[config.mk]
export PLATFORM = sky130hd
export DESIGN_NAME = control_sequencer
export DESIGN_NICKNAME = d
export VERILOG_FILES = /design/src/rtl/control_sequencer.sv
export SDC_FILE = /design/constraint.sdc
export NUM_CORES = 1
export LEC_CHECK = 0
export ABC_AREA = 1
export CORE_UTILIZATION = 32
export DETAILED_ROUTE_END_ITERATION = 8
export MAX_ROUTING_LAYER = met4
export PLACE_DENSITY = 0.95
export SYNTH_ARGS = -nofsm -noshare
export SYNTH_HDL_FRONTEND = slang
export SYNTH_SLANG_ARGS = --single-unit
export TNS_END_PERCENT = 50
[constraint.sdc]
create_clock -name Clock -period 3.9 [get_ports Clock]
set_input_delay 0.585 -clock Clock [delete_from_list [all_inputs] [get_ports Clock]]
set_output_delay 0.585 -clock Clock [all_outputs]
set_load 0.02 [all_outputs]
[src/rtl/control_sequencer.sv]
// control_sequencer: Moore FSM producing the datapath control strobes for the
// fetch (T0-T2) and execute (T3-T6) phases of ALU-class instructions.
// Optional feature macro: SINGLE_STEP_EN. When it is defined, each Start pulse
// runs exactly one instruction and the sequencer returns to IDLE afterwards.
// When it is undefined, the sequencer runs instructions back to back.
//
// Memory handshake: Mem_ready is a one-sided "data valid" strobe. During T1
// and T1W, Read is held high. The fetch completes in the cycle where
// Mem_ready=1 is seen; MDRin follows Mem_ready directly in that cycle. There is
// no ready/back-pressure towards memory and no bound on the wait.
module control_sequencer #(
  parameter int             OPW     = 5,
  parameter logic [OPW-1:0] HALT_OP = 5'b11011
) (
  input  logic        Clock,
  input  logic        clear,
  input  logic        Start,
  input  logic        Mem_ready,
  input  logic [31:0] IR,
  output logic        PCout,
  output logic        Zlowout,
  output logic        Zhighout,
  output logic        MDRout,
  output logic        MARin,
  output logic        PCin,
  output logic        MDRin,
  output logic        IRin,
  output logic        Yin,
  output logic        Zin,
  output logic        HIin,
  output logic        LOin,
  output logic        IncPC,
  output logic        Read,
  output logic        Gra,
  output logic        Grb,
  output logic        Grc,
  output logic        Rin,
  output logic        Rout,
  output logic [4:0]  alu_op,
  output logic        alu_en,
  output logic        Run,
  output logic        Done,
  output logic        Illegal,
  output logic [3:0]  dbg_state
);

  typedef enum logic [3:0] {
    S_IDLE = 4'd0,
    S_T0   = 4'd1,
    S_T1   = 4'd2,
    S_T1W  = 4'd3,
    S_T2   = 4'd4,
    S_T3   = 4'd5,
    S_T4   = 4'd6,
    S_T5   = 4'd7,
    S_T6   = 4'd8,
    S_HALT = 4'd9
  } state_t;

`ifdef SINGLE_STEP_EN
  localparam state_t DONE_NEXT = S_IDLE;
`else
  localparam state_t DONE_NEXT = S_T0;
`endif

  state_t         state;
  state_t         next_state;
  logic           illegal_q;
  logic [OPW-1:0] opcode;
  logic           is_3op;
  logic           is_2op;
  logic           is_unary;
  logic           is_halt;
  logic           unused_ir;

  assign opcode    = IR[31 -: OPW];
  assign unused_ir = ^IR[31-OPW:0];

  // Decode the instruction class from the opcode field.
  always_comb begin
    is_3op   = 1'b0;
    is_2op   = 1'b0;
    is_unary = 1'b0;
    is_halt  = (opcode == HALT_OP);
    case (opcode)
      OPW'(5'b00011), OPW'(5'b00100), OPW'(5'b00101), OPW'(5'b00110),
      OPW'(5'b00111), OPW'(5'b01000), OPW'(5'b01001), OPW'(5'b01010),
      OPW'(5'b01011): is_3op   = 1'b1;
      OPW'(5'b01111), OPW'(5'b10000): is_2op = 1'b1;
      OPW'(5'b10001), OPW'(5'b10010): is_unary = 1'b1;
      default: ;
    endcase
  end

  // State register and sticky illegal-opcode flag; clear aborts at once.
  always_ff @(posedge Clock or negedge clear) begin
    if (!clear) begin
      state     <= S_IDLE;
      illegal_q <= 1'b0;
    end else begin
      state <= next_state;
      if (state == S_T3 && !(is_3op || is_2op || is_unary || is_halt))
        illegal_q <= 1'b1;
    end
  end

  // Next-state and Moore strobes from the registered state (plus IR/Mem_ready).
  always_comb begin
    next_state = state;
    PCout      = 1'b0;
    Zlowout    = 1'b0;
    Zhighout   = 1'b0;
    MDRout     = 1'b0;
    MARin      = 1'b0;
    PCin       = 1'b0;
    MDRin      = 1'b0;
    IRin       = 1'b0;
    Yin        = 1'b0;
    Zin        = 1'b0;
    HIin       = 1'b0;
    LOin       = 1'b0;
    IncPC      = 1'b0;
    Read       = 1'b0;
    Gra        = 1'b0;
    Grb        = 1'b0;
    Grc        = 1'b0;
    Rin        = 1'b0;
    Rout       = 1'b0;
    alu_en     = 1'b0;
    Done       = 1'b0;
    Run        = (state != S_IDLE) && (state != S_HALT);
    case (state)
      S_IDLE: if (Start) next_state = S_T0;
      S_T0: begin
        PCout      = 1'b1;
        MARin      = 1'b1;
        IncPC      = 1'b1;
        Zin        = 1'b1;
        next_state = S_T1;
      end
      S_T1: begin
        Zlowout    = 1'b1;
        PCin       = 1'b1;
        Read       = 1'b1;
        MDRin      = Mem_ready;
        next_state = Mem_ready ? S_T2 : S_T1W;
      end
      S_T1W: begin
        Read  = 1'b1;
        MDRin = Mem_ready;
        if (Mem_ready) next_state = S_T2;
      end
      S_T2: begin
        MDRout     = 1'b1;
        IRin       = 1'b1;
        next_state = S_T3;
      end
      S_T3: begin
        next_state = S_T4;
        if (is_3op) begin
          Grb = 1'b1; Rout = 1'b1; Yin = 1'b1;
        end else if (is_2op) begin
          Gra = 1'b1; Rout = 1'b1; Yin = 1'b1;
        end else if (is_unary) begin
          Grb = 1'b1; Rout = 1'b1; alu_en = 1'b1; Zin = 1'b1;
        end else if (is_halt) begin
          Done       = 1'b1;
          next_state = S_HALT;
        end else begin
          next_state = S_HALT;
        end
      end
      // IR is held stable through execute, so T4-T6 reuse the T3 decode.
      S_T4: begin
        next_state = S_T5;
        if (is_3op) begin
          Grc = 1'b1; Rout = 1'b1; alu_en = 1'b1; Zin = 1'b1;
        end else if (is_2op) begin
          Grb = 1'b1; Rout = 1'b1; alu_en = 1'b1; Zin = 1'b1;
        end else if (is_unary) begin
          Zlowout = 1'b1; Gra = 1'b1; Rin = 1'b1; Done = 1'b1;
          next_state = DONE_NEXT;
        end else begin
          next_state = S_HALT;
        end
      end
      S_T5: begin
        if (is_3op) begin
          Zlowout = 1'b1; Gra = 1'b1; Rin = 1'b1; Done = 1'b1;
          next_state = DONE_NEXT;
        end else if (is_2op) begin
          Zlowout    = 1'b1;
          LOin       = 1'b1;
          next_state = S_T6;
        end else begin
          next_state = S_HALT;
        end
      end
      S_T6: begin
        Zhighout   = 1'b1;
        HIin       = 1'b1;
        Done       = 1'b1;
        next_state = DONE_NEXT;
      end
      S_HALT: next_state = S_HALT;
      default: next_state = S_IDLE;
    endcase
  end

  assign alu_op    = alu_en ? 5'(opcode) : 5'd0;
  assign Illegal   = illegal_q;
  assign dbg_state = state;

endmodule
==> flow_metrics.tcl <==
set metrics [dict create \
    run_status "completed" \
    syn_nets 144 \
    synthDistinctLibCells 27 \
    synth_seq_cells 5 \
    die_h_um 49.0 \
    rows 16 \
    pin_count 68 \
    total_leakage_power_uw 0.000536 \
    vias 842 \
    synth_seq_area_share_pct 17.7 \
    r2r_end "dbg_state[0]" \
    p_per_area_nw_per_um2 658 \
    period_share_pct 78.9 \
    start_util_pct 34.9 \
    cts_resized 0 \
    routed_wl_mm 2.02 \
    worstMarginPinSlew_ns 0.323 \
    utilization_pct 56.2 \
    drt_pre_antenna_iters 4 \
    setup.reg_to_reg.worst_slack_ns 2.42 \
    skew_ns 0.000467 \
    ctsHtreeMaxLevel 1 \
    ys.warnings.count 0 \
    routed-wl-met2_mm 1.10 \
    synth_edf_count 0 \
    slew_violations 0 \
    ant_nets 0 \
    track_usage_pct 18.4 \
    start_kind "primary input" \
    netlist_area_sq_um 706 \
    syn_area_per_cell_sq_um 6.53 \
    grt_pass1_wl_mm 3.44 \
    mostFrequentLayoutCell "clkdlybuf4s50_1" \
    syn2layout_area_growth_pct 61.0 \
    viasPerCell 4.81 \
    cts_root_buffer "clkbuf_4" \
    total_power_uw 748 \
    min_from "Illegal" \
    cts_buffers 3 \
    wire_per_inst_um 11.5 \
    ctsHoldBuffers 0 \
    clk_pin_slew_ns 0.04 \
    grt_pass1_vias 788 \
    dieArea_sq_um 2400 \
    grt-ovfl-total 0 \
    cp_data_required_time_ns 3.31 \
    r2r_cells 8 \
    path_max_fanout 7 \
    cts_setup_buffers 0 \
    cts_tree "done" \
    postLayoutCellArea_sq_um 1140 \
    setup_violations 0 \
    dpl.hpwl_mm 1.74 \
    wl_met1_um 838 \
    async_flop_share_pct 100 \
    clockBufferDepth 2 \
    synth_ff_type "dfrtp_1" \
    drive_above_1_share_pct 18.9 \
    drc 0 \
    grt_max_degree 10 \
    first_iter_violations 17 \
    nNetsFinal 185 \
    tns_ns 0 \
    hold_viol 0 \
    holdPathStages 1 \
    worstSkewPairLatency_ns 0.23 \
    netlist_instances 108 \
    drv_cap 0 \
    core_sq_um 2020 \
    irDropWorstVdd_mv 0.439 \
    critPathKind "in2out" \
    wl_met3_um 80 \
    port-buffer-count 40 \
    dr.max_layer_used "met3" \
    fp.dieW_um 49.0 \
    clock-sinks 5 \
    whs_endpoint "Illegal" \
    min_period_ns 3.08 \
    endpoint_kind "output port" \
    clock.fmax_mhz 325 \
    reg2reg_from "dbg_state[2]" \
    antenna_found_initial 0 \
    gp_congestion 0.890 \
    slew_headroom_pct 78.3 \
    critical_path_arrival_ns 2.49 \
    layout_common_cells "40 x clkdlybuf4s50_1, 17 x nand2_1, 16 x inv_1, 16 x nor2_1, 7 x nand2_2" \
    hold_path.class "reg2reg" \
    postPlaceCellArea_sq_um 1110 \
    rsz0062_at_grt "false" \
    diodes 0 \
]
## per-stage QoR
step | instances | hold slack, ns | setup WS (ns)
after floorplan | 108 | 0.289 | 1.78
after global placement | 171 | 0.478 | 0.838
after detailed placement | 171 | 0.488 | 0.801
after CTS | 175 | 0.502 | 0.811
after global routing | 175 | 0.535 | 0.688
final | 175 | 0.491 | 0.822
## cell usage after synthesis (2+ instances only)
library cell | number | area [sq um]
a21boi_1 | 3 | 22.5
a21oi_1 | 5 | 25.0
buf_4 | 4 | 30.0
dfrtp_1 | 5 | 125
inv_1 | 16 | 60.1
inv_2 | 3 | 11.3
nand2_1 | 17 | 63.8
nand2_2 | 7 | 43.8
nand2_4 | 4 | 45.0
nand3_1 | 6 | 30.0
nand4_1 | 3 | 18.8
nor2_1 | 16 | 60.1
nor2_2 | 4 | 25.0
o21ai_0 | 2 | 10.0
## cell type report
type | count | area (sq um)
clock buffers | 4 | 26.3
fillers | 184 | 886
inverters | 20 | 88.8
multi-input cells | 79 | 462
flip-flops and latches | 5 | 125
well taps | 27 | 33.8
repair buffers | 40 | 400
## power by group
group | leakage, uW | switching (uW) | internal, uW
sequential | 0.0000619 | 34.6 | 76.4
combinational | 0.000459 | 335 | 245
clock | 0.0000150 | 18.4 | 38.5
## state kept, by name, indices dropped and copies added (netlist names)
signal,flops
Illegal,1
dbg_state,4
## kinds of logic after synthesis
family / after synthesis / share of synthesized area, %
AOI/OAI and AO/OA: 16 / 14.5
and+or+nand+nor: 63 / 50.9
buffers and inverters: 24 / 16.8
DFF: 5 / 17.7
## metal layers
layer | up-vias | global-route usage (%)
li1 | 423 | -
met1 | 391 | 21.7
met2 | 28 | 33.1
met3 | 0 | 0
met4 | 0 | 7.35
met5 | - | -
## worst max path at each step
| stage | from | depth (start not counted) | end |
|---|---|---|---|
| after floorplan | dbg_state[3] | 5 | Grb |
| after global placement | IR[31] | 6 | alu_op[4] |
| after detailed placement | IR[31] | 6 | alu_op[1] |
| after CTS | IR[31] | 6 | alu_op[1] |
| after global routing | IR[30] | 7 | alu_op[0] |
| final | IR[31] | 6 | alu_op[3] |
## critical path, stage by stage
cell and delay (ns):
clkdlybuf4s50_1 0.52, bufinv_8 0.22, nor3_4 0.20, nand2_1 0.18, a21oi_1 0.19, clkdlybuf4s50_1 0.61
(Power assumes the default switching activity.)
